`config.mk`:
```
export PLATFORM = sky130hd
export DESIGN_NAME = dqs_burst_gen
export DESIGN_NICKNAME = d
export VERILOG_FILES = /design/src/rtl/dqs_burst_gen.sv
export SDC_FILE = /design/constraint.sdc
export NUM_CORES = 1
export LEC_CHECK = 0
export ABC_AREA = 1
export BUFFER_PORTS_ARGS = -buffer_cell sky130_fd_sc_hd__buf_4
export CAP_MARGIN = 20
export CORE_UTILIZATION = 45
export CTS_CLUSTER_SIZE = 16
export DETAILED_ROUTE_END_ITERATION = 7
export PLACE_DENSITY = 0.69
export SYNTH_ARGS = -nofsm -noshare
export SYNTH_HDL_FRONTEND = slang
export SYNTH_SLANG_ARGS = --single-unit
export TNS_END_PERCENT = 30
```
`constraint.sdc`:
```
create_clock -name clk -period 2.79 [get_ports clk]
set_clock_uncertainty 0.2 [all_clocks]
set_input_delay 0.558 -clock clk [delete_from_list [all_inputs] [get_ports clk]]
set_output_delay 0.558 -clock clk [all_outputs]
set_load 0.02 [all_outputs]
```
`src/rtl/dqs_burst_gen.sv`:
```
// Multi-lane DQS write-burst sequencer: per clk_div cycle emits 4-bit data/tristate nibbles (preamble, toggle burst, postamble).
// Optional macro DQS_BURST_STATS_EN adds the burst_cnt / drop_err statistics outputs.
module dqs_burst_gen #(
  parameter int NUM_LANES = 2,
  parameter int LEN_W     = 4
) (
  input  logic                   clk,
  input  logic                   rst,
  input  logic                   start,
  input  logic [LEN_W-1:0]       burst_len,
  input  logic [NUM_LANES-1:0]   lane_en,
  output logic                   ready,
  output logic                   busy,
  output logic                   done,
  output logic [4*NUM_LANES-1:0] dqs_data,
  output logic [4*NUM_LANES-1:0] dqs_tri
`ifdef DQS_BURST_STATS_EN
  ,
  output logic [15:0]            burst_cnt,
  output logic                   drop_err
`endif
);

  typedef enum logic [1:0] {IDLE, PRE, BURST, POST} state_t;

  state_t                 state_reg, state_next;
  logic [LEN_W-1:0]       cnt_reg, cnt_next;
  logic [NUM_LANES-1:0]   mask_reg, mask_next;
  logic                   accept;
  logic [3:0]             nib_data, nib_tri;
  logic                   ready_next, busy_next, done_next;
  logic [4*NUM_LANES-1:0] data_next, tri_next;

  // ready is a registered copy of "IDLE, or BURST on its last nibble"
  assign accept = start && ready && (burst_len != '0);

  always_comb begin
    state_next = state_reg;
    cnt_next   = cnt_reg;
    mask_next  = mask_reg;
    case (state_reg)
      IDLE: begin
        if (accept) begin
          state_next = PRE;
          cnt_next   = burst_len;
          mask_next  = lane_en;
        end
      end
      PRE:  state_next = BURST;
      BURST: begin
        if (cnt_reg > LEN_W'(1)) begin
          cnt_next = cnt_reg - LEN_W'(1);
        end else if (accept) begin
          cnt_next  = burst_len;
          mask_next = lane_en;
        end else begin
          state_next = POST;
        end
      end
      POST:    state_next = IDLE;
      default: state_next = IDLE;
    endcase
  end

  // Nibble encoding of the upcoming state; bit0 leaves the serialiser first
  always_comb begin
    nib_data   = 4'b0000;
    nib_tri    = 4'b1111;
    ready_next = 1'b0;
    busy_next  = 1'b1;
    done_next  = 1'b0;
    case (state_next)
      IDLE: begin
        ready_next = 1'b1;
        busy_next  = 1'b0;
      end
      PRE:  nib_tri = 4'b0011;
      BURST: begin
        nib_data   = 4'b0101;
        nib_tri    = 4'b0000;
        ready_next = (cnt_next == LEN_W'(1));
      end
      POST: begin
        nib_tri   = 4'b1110;
        done_next = 1'b1;
      end
      default: ;
    endcase
  end

  generate
    for (genvar gi = 0; gi < NUM_LANES; gi++) begin : g_lane
      assign data_next[4*gi +: 4] = mask_next[gi] ? nib_data : 4'b0000;
      assign tri_next[4*gi +: 4]  = mask_next[gi] ? nib_tri  : 4'b1111;
    end
  endgenerate

  always_ff @(posedge clk or negedge rst) begin
    if (!rst) begin
      state_reg <= IDLE;
      cnt_reg   <= '0;
      mask_reg  <= '0;
      ready     <= 1'b1;
      busy      <= 1'b0;
      done      <= 1'b0;
      dqs_data  <= '0;
      dqs_tri   <= '1;
    end else begin
      state_reg <= state_next;
      cnt_reg   <= cnt_next;
      mask_reg  <= mask_next;
      ready     <= ready_next;
      busy      <= busy_next;
      done      <= done_next;
      dqs_data  <= data_next;
      dqs_tri   <= tri_next;
    end
  end

`ifdef DQS_BURST_STATS_EN
  always_ff @(posedge clk or negedge rst) begin
    if (!rst) begin
      burst_cnt <= '0;
      drop_err  <= 1'b0;
    end else begin
      if (accept) burst_cnt <= burst_cnt + 16'd1;
      if (start && !accept) drop_err <= 1'b1;
    end
  end
`endif

endmodule

```
==> out/metrics.yaml <==
dp_cells: 187
post-place-ws_ns: 0.621
power-per-cell-area_mw_per_mm2: 1360
htreeDepth: 1
flip_flop_cell_with_the_highest_count_after_synthesis: "dfrtp_1"
edff_count_synth: 0
pin_count_of_the_biggest_net_entering_global_routing: 20
globalRoute.busiestLayer: "met2"
count_of_nets_left_with_antenna_violations_after_detail_routing: 0
cts_max_path_bufs: 2
power.leakage_nw: 0.743
detailed_place.area_sq_mm: 0.00133
tritoncts_clock_tree: "done"
cts.sinks: 19
crit_type: "flop to flop"
cts_resized: 0
vdd_ir_drop_max_v: 0.000815
setup_tns_ns: 0
finish.net_count: 180
grt_remaining_overflow: 0
floorplan.io_pins: 28
layout.cells.most_common: "nand2_1"
wl_per_cell_um: 10.8
grt_first_pass_wirelength_um: 3530
final-instance-count-excl-fill: 192
cp_data_required_time_ns: 2.83
cts_made_buffers: 3
finalHoldViolCount: 0
layout.cell_area.non_filler_sq_mm: 0.00137
route.final.wire_length_um: 2070
drcViolationCount: 0
fp.dieArea_sq_mm: 0.00281
viasPerCell: 4.66
report.final.slew_viol_count: 0
maxCapViolCount: 0
grtUsageMet3: 0.0259
detailroute.via_count: 894
mostFrequentLayoutCells: "30 x nand2_1, 23 x buf_4, 17 x inv_1"
post-route-min-period_ns: 2.20
initial_core_util: 0.473
min-delay-path-class: "flop to flop"
drive_gt1_frac: 0.370
rsz0062_at_grt: "no"
area_added_between_synthesis_and_finish_pct: 17.0
drt_iter0_drc: 9
synthDistinctLibCells: 24
yosysSeqAreaShare: 0.413
dpl.hpwl_um: 1690
diodes: 0
flip_flop_and_latch_count_after_synthesis: 19
first_global_vias: 823
die_w_um: 53.0
synth.yosys.warnings: 0
floorplan.rows: 18
setup_viol: 0
insertion_delay_ns: 0.29
die-height_um: 53.0
timing.fmax_mhz: 455
setup_ws_ns: 0.593
run_status: "completed"
ys_async_sr_fraction: 1.00
root_buffer: "clkbuf_4"
fin_crit_sh: 0.787
antenna_found_initial: 0
largest_register_ff_count: 6
mappedNetlistArea_sq_mm: 0.00117
use_met2: 0.289
grt_use_total: 0.176
worst_setup_ep_type: "flop"
dr.pass1.iters: 4
critical_path.startpoint_type: "flop"
placer_congestion_estimate: 0.833
utilization: 0.553
placement.io_buffers: 23
cts.reportedPaths.clkPinSlew_ns: 0.10
postSynthCellCount: 139
timing.critical_path.fanout_max: 9
crit_arrival_ns: 2.24
fp.coreArea_sq_mm: 0.00248
global_route.usage.met1: 0.231
syn_area_per_cell_sq_um: 8.43
## final timing paths
path / cells after the start / slack (ns) / start / end
max: 14 / 0.59 / cnt_reg[0] / ready
min: 2 / 0.38 / cnt_reg[1] / cnt_reg[1]
max reg2reg: 14 / 0.59 / cnt_reg[0] / ready
min reg2reg: 2 / 0.38 / cnt_reg[1] / cnt_reg[1]
max in group asynchronous: 2 / 1.67 / rst / dqs_tri[3]
min in group asynchronous: 2 / 0.46 / rst / dqs_data[2]
## worst max-delay path, stage by stage (launching register included)
cell and delay, ns:
dfrtp_1 0.39, inv_1 0.11, ha_1 0.23, inv_2 0.06, nand2_1 0.07, nand2_4 0.12, inv_2 0.06, nand2_1 0.06
a21oi_1 0.06, nor2_1 0.26, ha_1 0.20, inv_1 0.06, a21oi_1 0.11, nand3_1 0.09, nand2_1 0.07
## final cells by class
type	instances	area (sq um)
clock buffer	3	22.5
clock inverter	1	5.00
fill	238	1110
inverter	25	93.8
multi-input combinational	90	544
sequential	19	484
tap	30	37.5
timing repair buffer	24	183
## logic make-up after synthesis
group,count (synthesis),share of synthesized area
AND/OR/NAND/NOR,62,0.272
buffers and inverters,33,0.131
flip-flops,19,0.413
AO/OA/AOI/OAI,16,0.0940
adder cells (fa/ha/maj),8,0.0855
other,1,0.00320
## timing repair
| item | CTS | global route |
|---|---|---|
| hold buffers | 1 | 0 |
| endpoints found under the hold margin | 12 | 0 |
| setup endpoints to repair | 0 | 0 |
| setup buffers | 0 | 0 |
## per-stage QoR
step	power [mW]	hold WS, ns
2_1_floorplan	1.44	0.0624
3_3_place_gp	1.73	0.238
3_5_place_dp	1.74	0.242
4_1_cts	1.88	0.386
5_1_grt	2.05	0.423
6_report	1.86	0.383
## metal layers
layer	vias to the layer above	part of all wire
met3	2	0.022
met4	0	0.0068
met1	414	0.47
li1	465	-
met5	-	0
met2	13	0.50
## where the power goes
part           leakage, nW  switching, mW  total [mW]  internal (mW)
clock               0.0177         0.0824       0.136         0.0534
combinational        0.506          0.758        1.20          0.443
sequential           0.219         0.0753       0.526          0.451
total                0.743          0.915        1.86          0.947
## synthesized netlist by cell type (2+ instances only)
library cell  instances  share of area
dfstp_2               7           0.16
buf_4                 8          0.051
o21ai_2               2          0.015
dfrtp_1              12           0.26
nor2_2                4          0.021
nand2_2               6          0.032
o21ai_1               4          0.017
nand2_1              30          0.096
nand3b_1              2          0.013
ha_1                  8          0.085
nand3_2               2          0.017
nand3_1               6          0.026
inv_2                 7          0.022
inv_1                17          0.054
a21oi_1               7          0.030
nor2_1                8          0.026
nand2_4               2          0.019
Power figures use the tool's default switching activity.
